[config.mk]
export PLATFORM = sky130hd
export DESIGN_NAME = dmem_write_arbiter
export DESIGN_NICKNAME = d
export VERILOG_FILES = /design/src/rtl/dmem_write_arbiter.sv
export SDC_FILE = /design/constraint.sdc
export NUM_CORES = 1
export LEC_CHECK = 0
export BUFFER_PORTS_ARGS = -buffer_cell sky130_fd_sc_hd__buf_2
export CORE_MARGIN = 2
export CORE_UTILIZATION = 42
export CTS_CLUSTER_SIZE = 40
export DETAILED_ROUTE_END_ITERATION = 10
export GPL_ROUTABILITY_DRIVEN = 1
export HOLD_SLACK_MARGIN = 0.12
export PLACE_DENSITY_LB_ADDON = 0.08
export SLEW_MARGIN = 5
export SYNTH_ARGS = -nofsm -noshare
export SYNTH_HDL_FRONTEND = slang
export SYNTH_SLANG_ARGS = --single-unit
[constraint.sdc]
create_clock -name clk -period 1.8 [get_ports clk]
set_clock_uncertainty 0.15 [all_clocks]
set_input_delay 0 -clock clk [delete_from_list [all_inputs] [get_ports clk]]
set_output_delay 0 -clock clk [all_outputs]
set_load 0.01 [all_outputs]
[src/rtl/dmem_write_arbiter.sv]
// dmem_write_arbiter
// Shares the byte-masked dmem write port between the core store path (A) and
// the UART program loader (B). Round-robin arbitration with an optional
// bounded loader burst (b_lock), byte-lane alignment, lane write-enable
// generation and misaligned/illegal store rejection. Memory-side outputs are
// registered (one cycle after accept).
//
// Ports:
//   clk, rst                      clock, synchronous active-high reset
//   a_valid/a_ready               core store handshake (ready is combinational)
//   a_addr/a_wdata/a_size         core byte address, right-justified data, size
//   b_valid/b_ready               loader store handshake (ready is combinational)
//   b_addr/b_wdata/b_size         loader byte address, data, size
//   b_lock                        loader requests burst ownership
//   mem_en/mem_we                 write strobe and 4-bit lane enable
//   mem_addr/mem_din              word address and lane-aligned data
//   err/err_src                   one-cycle reject pulse and its source (0=A, 1=B)
module dmem_write_arbiter #(
  parameter int unsigned AWIDTH    = 14,
  parameter int unsigned MAX_BURST = 8
) (
  input  logic              clk,
  input  logic              rst,
  input  logic              a_valid,
  output logic              a_ready,
  input  logic [31:0]       a_addr,
  input  logic [31:0]       a_wdata,
  input  logic [1:0]        a_size,
  input  logic              b_valid,
  output logic              b_ready,
  input  logic [31:0]       b_addr,
  input  logic [31:0]       b_wdata,
  input  logic [1:0]        b_size,
  input  logic              b_lock,
  output logic              mem_en,
  output logic [3:0]        mem_we,
  output logic [AWIDTH-1:0] mem_addr,
  output logic [31:0]       mem_din,
  output logic              err,
  output logic              err_src
);

  localparam int unsigned CW = $clog2(MAX_BURST + 1);
  localparam logic [CW-1:0] CNT_MAX = CW'(MAX_BURST);

  typedef enum logic {IDLE = 1'b0, BURST_B = 1'b1} state_t;

  state_t          state;
  state_t          state_nxt;
  logic            last_grant;
  logic [CW-1:0]   burst_cnt;
  logic [CW-1:0]   burst_cnt_nxt;
  logic            burst_cont;
  logic            tie_to_b;
  logic            grant_a;
  logic            grant_b;

  logic [31:0]     sel_addr;
  logic [31:0]     sel_wdata;
  logic [1:0]      sel_size;
  logic [1:0]      off;
  logic            legal;
  logic [3:0]      lane_we;
  logic [31:0]     lane_din;
  logic            unused_addr_hi;

  // Loader keeps the port while locked, unless A has waited out a full burst.
  assign burst_cont = (state == BURST_B) && b_valid && b_lock &&
                      ((burst_cnt < CNT_MAX) || !a_valid);

  // Leaving a burst counts B as the last grant, so a waiting A wins the tie.
  assign tie_to_b = (state == BURST_B) ? 1'b0 : !last_grant;

  // State register
  always_ff @(posedge clk) begin
    if (rst) begin
      state      <= IDLE;
      last_grant <= 1'b1;
      burst_cnt  <= '0;
    end else begin
      state     <= state_nxt;
      burst_cnt <= burst_cnt_nxt;
      if (grant_a || grant_b) begin
        last_grant <= grant_b;
      end
    end
  end

  // Next-state and burst counter
  always_comb begin
    state_nxt     = IDLE;
    burst_cnt_nxt = '0;
    if (grant_b && b_lock) begin
      state_nxt = BURST_B;
      if (burst_cont) begin
        burst_cnt_nxt = (burst_cnt == CNT_MAX) ? burst_cnt : burst_cnt + CW'(1);
      end else begin
        burst_cnt_nxt = CW'(1);
      end
    end
  end

  // Grant decode
  always_comb begin
    grant_a = 1'b0;
    grant_b = 1'b0;
    if (!rst) begin
      if (burst_cont) begin
        grant_b = 1'b1;
      end else if (a_valid && b_valid) begin
        grant_b = tie_to_b;
        grant_a = !tie_to_b;
      end else if (a_valid) begin
        grant_a = 1'b1;
      end else if (b_valid) begin
        grant_b = 1'b1;
      end
    end
  end

  assign a_ready = grant_a;
  assign b_ready = grant_b;

  // Request select and lane alignment
  always_comb begin
    sel_addr  = grant_b ? b_addr  : a_addr;
    sel_wdata = grant_b ? b_wdata : a_wdata;
    sel_size  = grant_b ? b_size  : a_size;
    off       = sel_addr[1:0];
    legal     = 1'b0;
    lane_we   = 4'b0000;
    case (sel_size)
      2'b00: begin
        legal   = 1'b1;
        lane_we = 4'b0001 << off;
      end
      2'b01: begin
        legal   = !off[0];
        lane_we = off[1] ? 4'b1100 : 4'b0011;
      end
      2'b10: begin
        legal   = (off == 2'b00);
        lane_we = 4'b1111;
      end
      default: begin
        legal   = 1'b0;
        lane_we = 4'b0000;
      end
    endcase
    lane_din = sel_wdata << {off, 3'b000};
  end

  // Address bits above the memory range are ignored by design.
  assign unused_addr_hi = ^sel_addr[31:AWIDTH+2];

  // Registered memory-side outputs
  always_ff @(posedge clk) begin
    if (rst) begin
      mem_en   <= 1'b0;
      mem_we   <= 4'b0000;
      mem_addr <= '0;
      mem_din  <= '0;
      err      <= 1'b0;
      err_src  <= 1'b0;
    end else begin
      mem_en <= 1'b0;
      mem_we <= 4'b0000;
      err    <= 1'b0;
      if (grant_a || grant_b) begin
        err_src <= grant_b;
        if (legal) begin
          mem_en   <= 1'b1;
          mem_we   <= lane_we;
          mem_addr <= sel_addr[AWIDTH+1:2];
          mem_din  <= lane_din;
        end else begin
          err     <= 1'b1;
          mem_din <= '0;
        end
      end
    end
  end

endmodule
# Yosys cells after proc, flatten, opt, wreduce, memory -nomap -nowiden

Cells that the tools add are included.

Register bits after elaboration: 59
Output and inout bits: 55
Word-level logic and storage cells: 62

$add $sub $neg: 1
$lt $le $gt $ge: 1
Equality and inequality tests: 4
Shift-type cells: 2
Mux-type cells: 22
Bitwise gates (word level): 4
Reductions and logical operators: 18

Operators with widths:

| kind                                                                  | count |
|---|---|
| 32-bit 2-to-1 mux                                                     | 2 |
| 32-bit by 5-bit left shift with 32-bit output                         | 1 |
| 16-bit 2-to-1 mux                                                     | 1 |
| 1-bit 2-to-1 mux                                                      | 15 |
| 4-bit one-hot mux with 3 select lines                                 | 1 |
| 3-bit OR reduction                                                    | 2 |
| 1-bit logical AND                                                     | 5 |
| 4-bit by 1-bit adder with 4-bit output, second input constant         | 1 |
| 4-bit equality test, second input constant                            | 1 |
| 1-bit logical NOT                                                     | 4 |
| 2-bit logical NOT                                                     | 2 |
| 4-bit less-than comparator, second input constant                     | 1 |
| 4-bit 2-to-1 mux                                                      | 1 |
| 1-bit NOT                                                             | 4 |
| 2-bit OR reduction                                                    | 2 |
| 1-bit by 2-bit left shift with 4-bit output, first input constant     | 1 |
| 1-bit one-hot mux with 3 select lines                                 | 1 |
| 2-bit by 1-bit equality test with 1-bit output, second input constant | 1 |
| 2-bit equality test, second input constant                            | 1 |
| 1-bit logical OR                                                      | 2 |
| 2-bit 2-to-1 mux                                                      | 1 |
| 2-bit != test, second input constant                                  | 1 |
| 2-bit AND reduction                                                   | 1 |

# Longest topological paths before layout

Gate-level depths: netlist (run 1).

Word-level depth: 10
Gate-level depth with buffers: 7
Depth with buffers taken out: 6

# Worst setup path after synthesis (run 1)

No wires, ideal clock.

Path kind: register to register
Start: reg burst_cnt[3]
End: reg mem_addr[0]
Library setup time: 0.100 ns
Data arrival time: 1.679 ns
Data required time: 1.550 ns
Slack: -0.129 ns
Stages on the path, launching flop included: 6
Path buffers: 1
Clock period less this slack: 1.929 ns
Path through: dfxtp_1 and3b_1 o21ai_4 mux2_4 buf_6 a2111oi_4

Longest elaborated chain between the ends: 9

RTL lines:

| what                                                  | RTL line | source |
|---|---|---|
| start, declared                                       | 51       | `logic [CW-1:0] burst_cnt;` |
| start signal, assigned                                | 82       | `burst_cnt <= burst_cnt_nxt;` |
| 4-bit less-than comparator (*)                        | 69       | `((burst_cnt < CNT_MAX) \|\| !a_valid);` |
| 1-bit logical OR (*)                                  | 69       |  |
| 1-bit logical AND (*)                                 | 68       | `assign burst_cont = (state == BURST_B) && b_valid && b_lock &&` |
| 1-bit 2-to-1 mux                                      | 108      | `if (burst_cont) begin` |
| 1-bit 2-to-1 mux                                      | 107      | `if (!rst) begin` |
| 2-bit 2-to-1 mux or 16-bit 2-to-1 mux (tied branches) | 128, 126 |  |
| 2-bit equality test (tied with other cells)           | 132      | `case (sel_size)` |
| 1-bit one-hot mux with 3 select lines                 | 132      |  |
| 2-bit AND reduction (no source line)                  | -        |  |
| end signal, assigned                                  | 174      | `mem_addr <= sel_addr[AWIDTH+1:2];` |
| end, declared                                         | 37       | `output logic [AWIDTH-1:0] mem_addr,` |

Every way passes the cells marked *; elsewhere a longest branch is shown, timed or not.
A chain may end at the register's enable or synchronous reset.

# Worst setup path after layout (run 1)

Start: reg state
End: reg mem_addr[1]

Longest elaborated chain between the ends: 9

RTL lines:

| what                                                  | RTL line | source |
|---|---|---|
| start, declared                                       | 48       | `state_t state;` |
| start signal, assigned                                | 81       | `state <= state_nxt;` |
| 1-bit logical AND (3 in a row)                        | 68       |  |
| 1-bit 2-to-1 mux                                      | 108      |  |
| 1-bit 2-to-1 mux                                      | 107      |  |
| 2-bit 2-to-1 mux or 16-bit 2-to-1 mux (tied branches) | 128, 126 |  |
| 2-bit equality test (tied with other cells)           | 132      |  |
| 1-bit one-hot mux with 3 select lines                 | 132      |  |
| 2-bit AND reduction (no source line)                  | -        |  |

Parallel ways exist; a longest one is shown, timed or not.

==> results of run 1 <==
-- registers in the layout (all words and copies together), names as in the netlist --
name and cells:
err 1, mem_addr 14, err_src 1, mem_din 32, state 1, mem_en 1
burst_cnt 4, mem_we 4, last_grant 1
-- worst max-delay path, delay by kind of cell, from the launching register on --
family	cells	cell delay, ns
AO/OA/AOI/OAI	2	0.51
buffers and inverters	1	0.13
flip-flops	1	0.34
multiplexers	1	0.40
AND/OR/NAND/NOR	1	0.23
-- cell usage after synthesis (all sizes together) --
library cell	instances
nor2	3
a21o	1
and3b	1
mux2	2
o21ai	17
a211oi	2
nor3b	1
clkbuf	13
and2	3
nand3b	1
a21oi	8
mux2i	73
ha	2
xor2	3
o221ai	8
o21a	3
nor3	39
o21ba	1
nor2b	4
nand2	47
inv	21
xnor2	1
buf	23
or3	3
o211ai	16
nand3	27
a2111oi	14
or3b	2
dfxtp	59
a32o	8
nor4bb	1
a221oi	1
o2111ai	1
-- power by group --
| part | total, mW | leakage [nW] | switching (mW) | internal, mW |
|---|---|---|---|---|
| registers | 1.43 | 0.483 | 0.0427 | 1.39 |
| clock network | 1.05 | 0.0860 | 0.528 | 0.524 |
| logic | 1.26 | 2.42 | 0.586 | 0.676 |
-- routing by layer --
layer  vias to the layer above  global-route usage, %  part of all wire (%)
li1                       2119                      -                     -
met1                      2162                   35.7                    40
met2                       220                   52.1                    51
met3                        37                   4.94                   6.0
met4                         0                   11.8                   2.1
met5                         -                      0                     0
-- logic make-up (layout without fill, tap and decap cells) --
| kind of cell | Yosys count | count (layout) | share of synthesized area, % |
|---|---|---|---|
| fa+ha+maj | 2 | 2 | 0.670 |
| buf+inv | 57 | 368 | 6.57 |
| simple gates | 132 | 132 | 17.1 |
| xor+xnor | 4 | 4 | 0.939 |
| mux | 75 | 76 | 20.3 |
| compound gates | 80 | 80 | 22.8 |
| flops | 59 | 59 | 31.6 |
-- through the flow --
step / TNS [ns] / power (mW) / area (um^2) / cells / setup WS, ns
final: -0.718 / 3.74 / 6660 / 829 / -0.0654
after global routing: -2.43 / 3.90 / 6660 / 829 / -0.111
after CTS: -0.983 / 3.62 / 6370 / 819 / -0.0602
after detailed placement: -0.489 / 2.32 / 4750 / 665 / -0.0660
after global placement: 0 / 2.30 / 4750 / 665 / 0.00747
after floorplan: -0.0732 / 1.95 / 3750 / 409 / -0.0366
-- repair_timing --
item | CTS | global route
gates resized for setup | 18 | 34
endpoints found under the hold margin | 58 | 3
hold buffers | 135 | 3
buffers inserted | 3 | 5
pin swaps | 4 | 22
setup endpoints to repair | 19 | 40
cloned | 1 | 3
-- worst paths after layout --
path / from / endpoint / slack (ns)
max: state$_SDFF_PP0_ / mem_addr[1]$_SDFFE_PP0P_ / -0.07
min reg2reg: mem_din[31]$_SDFFE_PP0N_ / mem_din[31]$_SDFFE_PP0N_ / 0.30
max reg2reg: state$_SDFF_PP0_ / mem_addr[1]$_SDFFE_PP0P_ / -0.07
min: a_valid / last_grant$_SDFFE_PP1N_ / 0.14
-- cell type report --
type	count	area, um^2
Timing Repair Buffer	332	2630
Inverter	21	91.3
Clock inverter	3	15.0
Tap cell	108	135
Fill cell	584	2020
Multi-Input combinational cell	294	2460
Sequential cell	59	1180
Clock buffer	12	145
==> metrics.cfg, run 1 <==
[sta]
slew_violations = 0
rsz0062_at_grt = true
timing.fmax_mhz = 536
setup_viol = 27
hold_viol_final = 0
whs_ns = 0.141
fin_crit_sh_pct = 104
tightest_slew_ns = 0.801
slew_headroom_pct = 46.5
setup_slack_ns = -0.0654
period_needed_ns = 1.87

[die]
ioPinCount = 192
rows = 34
core-area_um2 = 8680
fp.dieH_um = 98.3
fp.dieArea_um2 = 9660
chipWidth_um = 98.3
start_util_pct = 43.0

[final_layout]
final_cell_mix = buf_2 (159), dlygate4sd3_1 (138), mux2i_1 (73), dfxtp_1 (57), nand2_1 (47)
utilization_pct = 76.7
drive_gt1_share_pct = 36.1
final_common_cell = buf_2
num_antenna_cells = 0
nets = 856
area_delta_synth_final_pct = 78.4

[global_route]
grt_antenna_before_repair = 0
grt_pass1_wl_um = 22900
grt_util_all_layers_pct = 29.5
overflow = 0
grt_max_degree = 33
first_global_vias = 4690

[power]
power.leakage_nw = 2.99
cellPowerDensity_nw_per_um2 = 562
worst_ir_drop_vdd_uv = 297

[clock_network]
clk_path_buf_depth = 2
cts_sinks = 59
clock_latency_ns = 0.33
cts_root_buf = clkbuf_8
cts_tree = done
cts_buffers = 9
htreeDepth = 3
clk_pin_slew_ns = 0.07

[logic_synthesis]
ys_ff_latch = 59
netlist_instances = 409
syn_nets = 548
yosys-top-cells-area = dfxtp_1 (32%), mux2i_1 (20%), a2111oi_4 (7.4%)
synth.yosys.seq_area_share_pct = 31.6
syn_area_um2 = 3730
synth_top_cell_by_area = dfxtp_1
syn_avg_cell_area_um2 = 9.13
yosysWarnings = 0
synth_top_cell_area_share_pct = 31.6
yosysUniqueCellTypes = 44

[outcome]
status = finished with violations
failed_checks = negative setup slack

[run]
drv_cap = 0

[worst_setup_path]
cp-start-kind = flip-flop
cp-end-kind = flip-flop
cp_cell_sequence = and3b_2, o21ai_4, buf_6, mux2_4, a2111oi_4
worstSetupPathType = flip-flop to flip-flop
worstPathMaxFanout = 6
crit_path_max_incr_delay_ns = 0.40
worstPathArrival_ns = 1.94
cp.required_ns = 1.88
worstRegToRegCells = 5
slowest_stage = mux2_4

[routing]
routed_wl_um = 15100
ant_nets = 0
drt-initial-drc-count = 247
vias_per_cell = 5.47
drc_errors = 0
wl_per_cell_um = 18.3
vias = 4538
firstDrtPassIters = 5

[min_path]
min_path_type = primary input to flip-flop
holdPathStages = 5

[placed_design]
dp_hpwl_um = 8460
io_buffer_count = 159
place_congestion = 0.831

No activity file was read; power rests on OpenSTA's default activity.
==> run 2, diff against run 1 <==
--- a/config.mk
+++ b/config.mk
@@ -5,7 +5,9 @@
 export SDC_FILE = /design/constraint.sdc
 export NUM_CORES = 1
 export LEC_CHECK = 0
+export ABC_AREA = 1
 export BUFFER_PORTS_ARGS = -buffer_cell sky130_fd_sc_hd__buf_2
+export CAP_MARGIN = 30
 export CORE_MARGIN = 2
 export CORE_UTILIZATION = 42
 export CTS_CLUSTER_SIZE = 40
==> metrics.cfg, run 2 <==
[worst_setup_path]
worstPathArrival_ns = 2.05
r2r_slack_ns = -0.11
worstSetupPathType = flip-flop to flip-flop
cp-end-kind = flip-flop
worstPathMaxFanout = 8
cp.required_ns = 1.94
cp-start-kind = flip-flop

[logic_synthesis]
syn_nets = 764
synth_top_cell_area_share_pct = 31.5
yosys-top-cells-area = dfxtp_1 (31%), nand2_1 (28%), nand3_1 (11%)
synth.most_common_cell = nand2_1
async_flop_share_pct = 0
syn_area_um2 = 3750
synth.yosys.seq_area_share_pct = 31.5
synth_top_cell_by_area = dfxtp_1
synth-edff-count = 0
ys_ff_latch = 59
ys.flop_type = dfxtp_1
syn_avg_cell_area_um2 = 6.01
yosysUniqueCellTypes = 26
yosysWarnings = 0
netlist_instances = 625
synthTopCellsByCount = nand2_1 (277), nand3_1 (85), dfxtp_1 (59)

[final_layout]
utilization_pct = 76.3
fillerInstances = 660
multiInputGateArea_um2 = 2480
drive_gt1_share_pct = 35.1
area_delta_synth_final_pct = 76.3
regMostFlops = mem_din
seqCellArea_um2 = 1180
nets = 1040
final_cell_mix = nand2_1 (245), buf_2 (159), dlygate4sd3_1 (98), nand3_1 (76), dfxtp_1 (57)
top_regs = mem_din: 32 flops, mem_addr: 14 flops
final_design_area_no_fill_um2 = 6620
final_common_cell = nand2_1
largest_reg_flops = 32

[sta]
period_needed_ns = 1.91
hold_viol_final = 0
setup_viol = 50
tightest_slew_ns = 0.245
fin_crit_sh_pct = 106
slew_violations = 0
timing.fmax_mhz = 524
slew_headroom_pct = 83.6
setup_slack_ns = -0.107
rsz0062_at_grt = true

[global_route]
grt_max_degree = 36
grt_antenna_before_repair = 1
overflow = 0
first_global_vias = 4683
grt_util_all_layers_pct = 27.8
grt_pass1_wl_um = 21900

[power]
combPwrFrac_pct = 34.4
p_int_mw = 2.92
worst_ir_drop_vdd_uv = 340
switching_share_pct = 32.6
p_total_mw = 4.34
switchingPower_mw = 1.42
clock_power_share_pct = 32.1
cellPowerDensity_nw_per_um2 = 655
power_frac_seq_pct = 33.4
power.leakage_nw = 3.49

[routing]
ant_nets = 0
routed_wl_um = 15000
drt-initial-drc-count = 310
vias_per_cell = 5.05
drc_errors = 0
firstDrtPassIters = 6
vias = 5121
wl_per_cell_um = 14.8

[clock_network]
clk_pin_slew_ns = 0.07
clk_path_buf_depth = 2
cts_tree = done
clock_latency_ns = 0.35
cts_sinks = 59
cts_buffers = 9
cts_root_buf = clkbuf_8
htreeDepth = 3

[die]
rows = 34
fp.dieArea_um2 = 9710
start_util_pct = 43.3
ioPinCount = 192
fp.dieH_um = 98.6
core-area_um2 = 8680
chipWidth_um = 98.6

[placed_design]
place_congestion = 0.926
io_buffer_count = 159
dpl_cell_area_um2 = 4810
place_worst_setup_slack_ns = -0.0849
dp_hpwl_um = 8750

[min_path]
min_path_type = primary input to flip-flop

[outcome]
failed_checks = negative setup slack
status = finished with violations

[run]
drv_cap = 0

==> run 2: path summary, 6_finish.rpt <==
kind	from	end	depth (start not counted)
max	state$_SDFF_PP0_	mem_din[29]$_SDFFE_PP0N_	12
min	b_size[0]	mem_we[1]$_SDFF_PP0_	7
max reg2reg	state$_SDFF_PP0_	mem_din[29]$_SDFFE_PP0N_	12
min reg2reg	mem_din[20]$_SDFFE_PP0N_	mem_din[20]$_SDFFE_PP0N_	2
==> run 2: kinds of logic (layout without fill, tap and decap cells) <==
group | count (synthesis) | in the layout | share of synthesized area, %
buf+inv | 90 | 370 | 11.2
xor+xnor | 1 | 1 | 0.233
other cells | 0 | 1 | 0
simple gates | 420 | 421 | 48.4
flops | 59 | 59 | 31.5
fa+ha+maj | 2 | 2 | 0.666
compound gates | 53 | 53 | 8.03
==> run 2: repair_timing <==
item / 4_1_cts / 5_1_grt
hold buffers: 98 / 0
setup buffers: 1 / 8
resized for setup: 39 / 81
pin swaps: 6 / 32
setup endpoints to repair: 50 / 52
endpoints found under the hold margin: 50 / 0
cloned: 1 / 7
==> run 2: per-stage QoR <==
| step | hold slack, ns | setup TNS [ns] | std cells |
|---|---|---|---|
| after floorplan | -0.0809 | 0 | 625 |
| after global placement | 0.0649 | -0.0655 | 883 |
| after detailed placement | 0.0736 | -1.77 | 883 |
| after CTS | 0.126 | -0.743 | 999 |
| after global routing | 0.181 | -8.22 | 1015 |
| final | 0.145 | -3.21 | 1015 |
==> run 2: worst max-delay path, stage by stage (launching register included) <==
cell       delay, ns
dfxtp_2         0.34
nand2_2         0.07
nor2_4          0.13
nand3_4         0.16
buf_6           0.17
nand3_2         0.05
nand2_2         0.06
nand2_2         0.08
nand2_4         0.07
nand2_8         0.12
nand2_8         0.10
clkbuf_16       0.19
o21ai_2         0.13
==> run 2: cell type report <==
type                            instances  share of cell area, %
Clock buffer                           10                   2.08
Multi-Input combinational cell        477                   37.5
Clock inverter                          6                   1.34
Tap cell                              108                   2.04
Timing Repair Buffer                  301                   36.1
Inverter                               53                   3.04
Sequential cell                        59                   17.9
Antenna cell                            1                 0.0378
==> run 2: per-layer routing <==
metal  GRT usage, %  wire length, um  up-vias
met5              0                0        -
met4           10.9              524        0
met3           4.54             1160       51
met2           49.0             7380      276
met1           33.7             5970     2270
li1               -                -     2524
==> run 2: power groups by stage <==
stage / Sequential [mW] / Combinational (mW) / Clock (mW)
3_5_place_dp: 1.48 / 1.05 / 0
5_1_grt: 1.46 / 1.61 / 1.46
4_1_cts: 1.45 / 1.25 / 1.40
6_report: 1.45 / 1.49 / 1.39
2_1_floorplan: 1.51 / 0.596 / 0
3_3_place_gp: 1.48 / 1.04 / 0
==> run 3, diff against run 2 <==
--- a/config.mk
+++ b/config.mk
@@ -7,7 +7,7 @@
 export LEC_CHECK = 0
 export ABC_AREA = 1
 export BUFFER_PORTS_ARGS = -buffer_cell sky130_fd_sc_hd__buf_2
-export CAP_MARGIN = 30
+export CAP_MARGIN = 25
 export CORE_MARGIN = 2
 export CORE_UTILIZATION = 42
 export CTS_CLUSTER_SIZE = 40
==> constraint.sdc (replaced) <==
create_clock -name clk -period 1.8 [get_ports clk]
set_clock_uncertainty 0.15 [all_clocks]
set_input_delay 0 -clock clk [delete_from_list [all_inputs] [get_ports clk]]
set_output_delay 0 -clock clk [all_outputs]
set_load 0.05 [all_outputs]
==> metrics.cfg, run 3 (same netlist as run 2, synthesis figures left out) <==
[outcome]
status = finished with violations
failed_checks = negative setup slack

[clock_network]
htreeDepth = 3
clk_pin_slew_ns = 0.07
cts_root_buf = clkbuf_8
cts_tree = done
clk_path_buf_depth = 2
cts_buffers = 9
clock_latency_ns = 0.35
cts_sinks = 59

[worst_setup_path]
startpoint = state$_SDFF_PP0_
endpoint = mem_din[29]$_SDFFE_PP0N_
cp-end-kind = flip-flop
worstPathArrival_ns = 2.05
crit_path_max_incr_delay_ns = 0.34
cpMostUsedCell = nand2_2
r2r_slack_ns = -0.11
cp-start-kind = flip-flop
cp_cell_sequence = nand2_2, nor2_4, nand3_4, buf_6, nand3_2, nand2_2, nand2_2, nand2_4, nand2_8, nand2_8, clkbuf_16, o21ai_2
slowest_stage = dfxtp_2
r2r_start = state$_SDFF_PP0_
worstPathMaxFanout = 8
worstRegToRegCells = 12
worstSetupPathType = flip-flop to flip-flop
r2r_end = mem_din[29]$_SDFFE_PP0N_
cp.required_ns = 1.94

[power]
worst_ir_drop_vdd_uv = 340
power.leakage_nw = 3.51
cellPowerDensity_nw_per_um2 = 695

[routing]
drc_errors = 0
vias = 5106
drt-initial-drc-count = 435
firstDrtPassIters = 6
routed_wl_um = 15300
vias_per_cell = 5.03
wl_per_cell_um = 15.0
ant_nets = 0

[global_route]
first_global_vias = 4683
grt_max_degree = 36
grt_pass1_wl_um = 21900
overflow = 0
grt_util_all_layers_pct = 27.8
grt_antenna_before_repair = 0

[final_layout]
final_cells = 1016
num_antenna_cells = 0
regMostFlops = mem_din
final_cell_mix = nand2_1 (245), buf_2 (157), dlygate4sd3_1 (98), nand3_1 (76), dfxtp_1 (57)
final_design_area_no_fill_um2 = 6660
top_regs = mem_din: 32 flops, mem_addr: 14 flops
final_common_cell = nand2_1
nets = 1042
area_delta_synth_final_pct = 77.4
fillerInstances = 647
utilization_pct = 76.7
drive_gt1_share_pct = 35.2
largest_reg_flops = 32

[min_path]
hold_path.startpoint = b_size[0]
min_path_type = primary input to flip-flop

[sta]
fin_crit_sh_pct = 106
finalSetupTns_ns = -3.40
hold_viol_final = 0
slew_violations = 0
slew_headroom_pct = 80.5
setup_slack_ns = -0.109
timing.fmax_mhz = 524
setup_viol = 50
tightest_slew_ns = 0.295
period_needed_ns = 1.91
rsz0062_at_grt = true

[placed_design]
dpl_cell_area_um2 = 4810
dp.cells = 883
place_congestion = 0.926
place_worst_setup_slack_ns = -0.0849
dp_hpwl_um = 8750
io_buffer_count = 159

[die]
fp.dieArea_um2 = 9710
core-area_um2 = 8680
chipWidth_um = 98.6
ioPinCount = 192
fp.dieH_um = 98.6
start_util_pct = 43.3
rows = 34

[run]
drv_cap = 0

-- run 3: cell count changes in the layout (fill, tap and decap cells not counted), sizes merged --
cell and change:
diode -1, clkbuf +2
-- run 3: worst min path at each step --
stage / to / slack, ns / cells past startpoint
final: mem_we[1]$_SDFF_PP0_ / 0.15 / 7
after global routing: mem_din[1]$_SDFFE_PP0N_ / 0.18 / 7
after CTS: mem_we[1]$_SDFF_PP0_ / 0.13 / 7
after detailed placement: err_src$_SDFFE_PP0N_ / 0.07 / 2
after global placement: err_src$_SDFFE_PP0N_ / 0.06 / 2
after floorplan: err_src$_SDFFE_PP0N_ / -0.08 / 1
-- run 3: worst max-delay path, delay by kind of cell (launching register included) --
kind | cells | cell delay, ns
compound gates | 1 | 0.13
buf+inv | 2 | 0.37
flops | 1 | 0.34
simple gates | 9 | 0.84
-- run 3: layer usage --
metal,wire length (um),GRT usage [%],share of wire [%]
met1,6010,33.7,39
met2,7510,49.0,49
met3,1250,4.54,8.2
met4,492,10.9,3.2
met5,0,0,0
-- run 3: timing repair --
| action | CTS | global route |
|---|---|---|
| hold buffers | 98 | 0 |
| pin swaps | 6 | 33 |
| resized for setup | 40 | 84 |
| gates cloned | 1 | 8 |
| endpoints found under the setup margin | 51 | 54 |
| buffers inserted | 1 | 9 |
| hold endpoints to repair | 50 | 0 |
-- run 3: metrics by stage --
stage	hold WS (ns)	total power, mW
final	0.150	4.63
after global routing	0.181	4.82
after CTS	0.126	4.37
after detailed placement	0.0736	2.80
after global placement	0.0649	2.79
after floorplan	-0.0809	2.38
-- run 3: final cells by class --
class	instances	area [um^2]	share of cell area [%]
Sequential cell	59	1180	17.8
Clock inverter	6	88.8	1.33
Inverter	53	201	3.02
Clock buffer	10	138	2.07
Multi-Input combinational cell	477	2480	37.3
Timing Repair Buffer	303	2430	36.5
Tap cell	108	135	2.03
-- run 3: power breakdown --
part	internal [mW]	switching (mW)	total, mW
clock network	0.816	0.575	1.39
logic	0.719	1.07	1.78
registers	1.40	0.0530	1.45
